[src/rtl/reg_dump_reader.sv]
// Walks a register-file debug port from first_addr to last_addr (wrapping) and streams each index/value pair out.
// Latency: the first word is valid two cycles after the start cycle, and each later word follows two cycles after the previous handshake.
// Backpressure: a presented word holds until out_valid&&out_ready. Define REG_DUMP_CHECKSUM_EN to add an XOR checksum of the dumped words.
module reg_dump_reader #(
    parameter int ADDR_W = 5,
    parameter int DATA_W = 32
) (
    input  logic              clk,
    input  logic              rst_n,
    input  logic              start,
    input  logic [ADDR_W-1:0] first_addr,
    input  logic [ADDR_W-1:0] last_addr,
    output logic [ADDR_W-1:0] rf_addr,
    input  logic [DATA_W-1:0] rf_data,
    output logic              out_valid,
    input  logic              out_ready,
    output logic [ADDR_W-1:0] out_addr,
    output logic [DATA_W-1:0] out_data,
    output logic              busy,
    output logic              done
`ifdef REG_DUMP_CHECKSUM_EN
    ,
    output logic [DATA_W-1:0] checksum
`endif
);

    typedef enum logic [1:0] {
        IDLE = 2'd0,
        READ = 2'd1,
        HOLD = 2'd2,
        DONE = 2'd3
    } state_t;

    localparam logic [ADDR_W-1:0] ADDR_ONE = ADDR_W'(1);

    state_t            state;
    state_t            nextState;
    logic [ADDR_W-1:0] lastAddr;
    logic              handshake;
    logic              acceptStart;

    always_ff @(posedge clk or negedge rst_n) begin
        if (!rst_n) begin
            state <= IDLE;
        end else begin
            state <= nextState;
        end
    end

    always_comb begin
        nextState   = state;
        busy        = 1'b1;
        done        = 1'b0;
        handshake   = 1'b0;
        acceptStart = 1'b0;
        case (state)
            IDLE: begin
                busy        = 1'b0;
                acceptStart = start;
                if (start) begin
                    nextState = READ;
                end
            end
            READ: begin
                nextState = HOLD;
            end
            HOLD: begin
                handshake = out_valid && out_ready;
                if (handshake) begin
                    nextState = (out_addr == lastAddr) ? DONE : READ;
                end
            end
            DONE: begin
                done      = 1'b1;
                nextState = IDLE;
            end
            default: begin
                nextState = IDLE;
            end
        endcase
    end

    // rf_addr only moves on the edge leaving IDLE (load) or HOLD (advance), so it is stable for the whole READ cycle.
    always_ff @(posedge clk or negedge rst_n) begin
        if (!rst_n) begin
            rf_addr   <= '0;
            lastAddr  <= '0;
            out_valid <= 1'b0;
            out_addr  <= '0;
            out_data  <= '0;
        end else begin
            case (state)
                IDLE: begin
                    if (acceptStart) begin
                        rf_addr  <= first_addr;
                        lastAddr <= last_addr;
                    end
                end
                READ: begin
                    out_data  <= rf_data;
                    out_addr  <= rf_addr;
                    out_valid <= 1'b1;
                end
                HOLD: begin
                    if (handshake) begin
                        out_valid <= 1'b0;
                        if (out_addr != lastAddr) begin
                            rf_addr <= rf_addr + ADDR_ONE;
                        end
                    end
                end
                default: begin
                end
            endcase
        end
    end

`ifdef REG_DUMP_CHECKSUM_EN
    always_ff @(posedge clk or negedge rst_n) begin
        if (!rst_n) begin
            checksum <= '0;
        end else if (acceptStart) begin
            checksum <= '0;
        end else if (handshake) begin
            checksum <= checksum ^ out_data;
        end
    end
`endif

endmodule
[config.mk]
export PLATFORM = sky130hd
export DESIGN_NAME = reg_dump_reader
export DESIGN_NICKNAME = d
export VERILOG_FILES = /design/src/rtl/reg_dump_reader.sv
export SDC_FILE = /design/constraint.sdc
export NUM_CORES = 1
export LEC_CHECK = 0
export CORE_AREA = 4 4 76 71
export CTS_BUF_LIST = sky130_fd_sc_hd__clkbuf_4 sky130_fd_sc_hd__clkbuf_8
export DETAILED_ROUTE_END_ITERATION = 12
export DIE_AREA = 0 0 80 75
export HOLD_SLACK_MARGIN = 0.05
export PLACE_DENSITY = 0.86
export SLEW_MARGIN = 20
export SYNTH_ARGS = -nofsm -noshare
export SYNTH_HDL_FRONTEND = slang
export SYNTH_SLANG_ARGS = --single-unit
[constraint.sdc]
create_clock -name clk -period 2.52 [get_ports clk]
set_clock_uncertainty 0.15 [all_clocks]
set_input_delay 0.504 -clock clk [delete_from_list [all_inputs] [get_ports clk]]
set_output_delay 0.504 -clock clk [all_outputs]
set_load 0.05 [all_outputs]
==> flow_summary.ini <==
[route]
firstDrtPassIters = 4
wl_per_cell_um = 15.45
routed-via-count = 1537
drtAntennaViolNets = 0
wl_met3_um = 536
drt_iter0_markers = 52
via_per_inst = 4.958
dr_wl_met2_um = 2273
dr.max_layer_used = met4
met1Wirelength_um = 1932
drt-total-wl_um = 4790
drc_errors = 0

[placement]
globalplace.congestion = 0.7666
dp_hpwl_um = 3641
numPortBuffers = 90

[sta]
slew_viol_final = 0
rsz0062_at_grt = false
slew_headroom_pct = 55.58
fin_crit_ns = 2.309
min_period_over_period_pct = 91.62
tns_ns = 0
setup_viol = 0
hold_viol = 0
fmaxAchievable_mhz = 433.1
tightest_slew_ns = 0.6664

[setup_path]
worstPathRequired_ns = 1.87
crit_buf_inv = 1
ff2ff_path_depth = 4
cp-endpoint = rf_addr[0]
arrival_ns = 1.65
critPathLaunchType = flop
slowest_stage = clkdlybuf4s50_1
r2r_end = rf_addr[1]
path_delay_family = buffers and inverters
cp_max_fo = 7
reg2reg_from = state[0]
path_cells = clkdlybuf4s50_1
crit_cells = 1
cp-startpoint = rf_addr[0]
crit_path_end_kind = output pin
crit_path_max_incr_delay_ns = 0.86
crit_type = reg2out
r2r_slack_ns = 0.54

[synth]
muxShareOfSynthArea_pct = 22.89
synth_enable_flop_cells = 0
synth_nets = 195
synth_fa_ha_area_share_pct = 0.5869
async_flop_share_pct = 100.0
synth-compound-area-share_pct = 6.455
ys_types = 31
synth-xor-area-share_pct = 2.054
synth_area_um2 = 2132
synth_seq_cells = 50
synthCells = 148
yosysWarnings = 0
ys.flop_type = dfrtp_1
synth_top_family_by_area = multiplexers
synth_area_per_cell_um2 = 14.41
synthSimpleGateAreaFrac_pct = 7.336
yosysSeqAreaShare_pct = 58.69

[cells_and_area]
antennaDiodeCount = 0
area_growth_pct = 50.59
final_cell_mix = clkdlybuf4s50_1 (87), dfrtp_1 (50), mux2_2 (42)
nets = 292
fill_cells = 357
final_common_cell = clkdlybuf4s50_1
final_layout_size_suffix_gt1_share_pct = 26.94

[floorplan]
dieWidth_um = 80
die_area_um2 = 6000
rows = 24
core_area_um2 = 4684
initial_core_util_pct = 45.51
ioPinCount = 91
die_y_um = 75

[clock_network]
hold_buffers = 0
h-tree-depth = 2
root_buffer = clkbuf_8
cts_tree = yes
path_clk_slew_ns = 0.08
clockBufferDepth = 2
cts_resized = 0
numCtsBuffers = 5
cts_sinks = 50
worstSkewPairLatency_ns = 0.30
post-cts-setup-buffers = 0

[global_routing]
antenna_found_initial = 0
grt_pass1_wl_um = 7762
track_usage_pct = 17.09
grt_pass1_vias = 1652
grt_max_degree = 31
gr-total-overflow = 0

[status]
status = finished clean

[job]
cap_viol_max_count = 0

[min_path]
holdCritPathClass = in2async
[state kept, by name (all words and copies together) (netlist names)]
signal	count
out_valid	1
out_data	32
out_addr	5
lastAddr	5
rf_addr	5
state	2
[per-layer routing]
metal	up-vias	GRT usage, %
met5	-	0
met4	0	4.690
met3	6	8.373
met2	64	27.21
met1	748	20.94
li1	719	-
[synth_stat cells, types with 2 or more instances]
library cell / n / area [µm²]
dfrtp_1: 50 / 1251
a21oi_1: 3 / 15.01
nor2_1: 3 / 11.26
nand3_1: 4 / 20.02
o22ai_1: 2 / 12.51
a221oi_1: 2 / 17.52
xor2_1: 5 / 43.79
buf_4: 2 / 15.01
buf_2: 4 / 20.02
mux2_2: 42 / 473.0
a2bb2oi_1: 3 / 26.28
nand2_1: 7 / 26.28
inv_1: 2 / 7.510
o21ai_0: 2 / 10.01
[kinds of logic after synthesis]
group,Yosys count
flip-flops,50
multiplexers,43
AND/OR/NAND/NOR,24
AO/OA/AOI/OAI,17
buffers and inverters,8
XOR/XNOR,5
adder cells (fa/ha/maj),1
[worst min path at each step]
stage | endpoint | startpoint | slack [ns]
floorplan | lastAddr[0] | rst_n | 0.06
global placement | out_data[13] | out_data[13] | 0.34
detailed placement | out_data[19] | out_data[19] | 0.35
CTS | rf_addr[1] | rst_n | 0.11
global route | rf_addr[1] | rst_n | 0.12
finish | rf_addr[1] | rst_n | 0.08
[metrics by stage]
step	setup WS (ns)	std cells	area [µm²]	utilization [%]	hold slack, ns
floorplan	0.6579	148	2132	-	0.05841
global placement	0.3837	303	3124	66.69	0.3391
detailed placement	0.3637	303	3124	66.69	0.3470
CTS	0.02475	310	3208	68.48	0.1061
global route	0.1654	310	3211	68.54	0.1196
finish	0.2112	310	3211	68.54	0.07863
[area by class of cell]
class | count | area, µm² | area share [%]
Sequential cell | 50 | 1251 | 38.97
Timing Repair Buffer | 96 | 940.9 | 29.31
Multi-Input combinational cell | 90 | 845.8 | 26.34
Clock buffer | 7 | 83.83 | 2.611
Tap cell | 65 | 81.33 | 2.533
Inverter | 2 | 7.507 | 0.2338
Power is not shown: default switching activity piles up to over one toggle a cycle in this logic, so the estimate is an artifact.
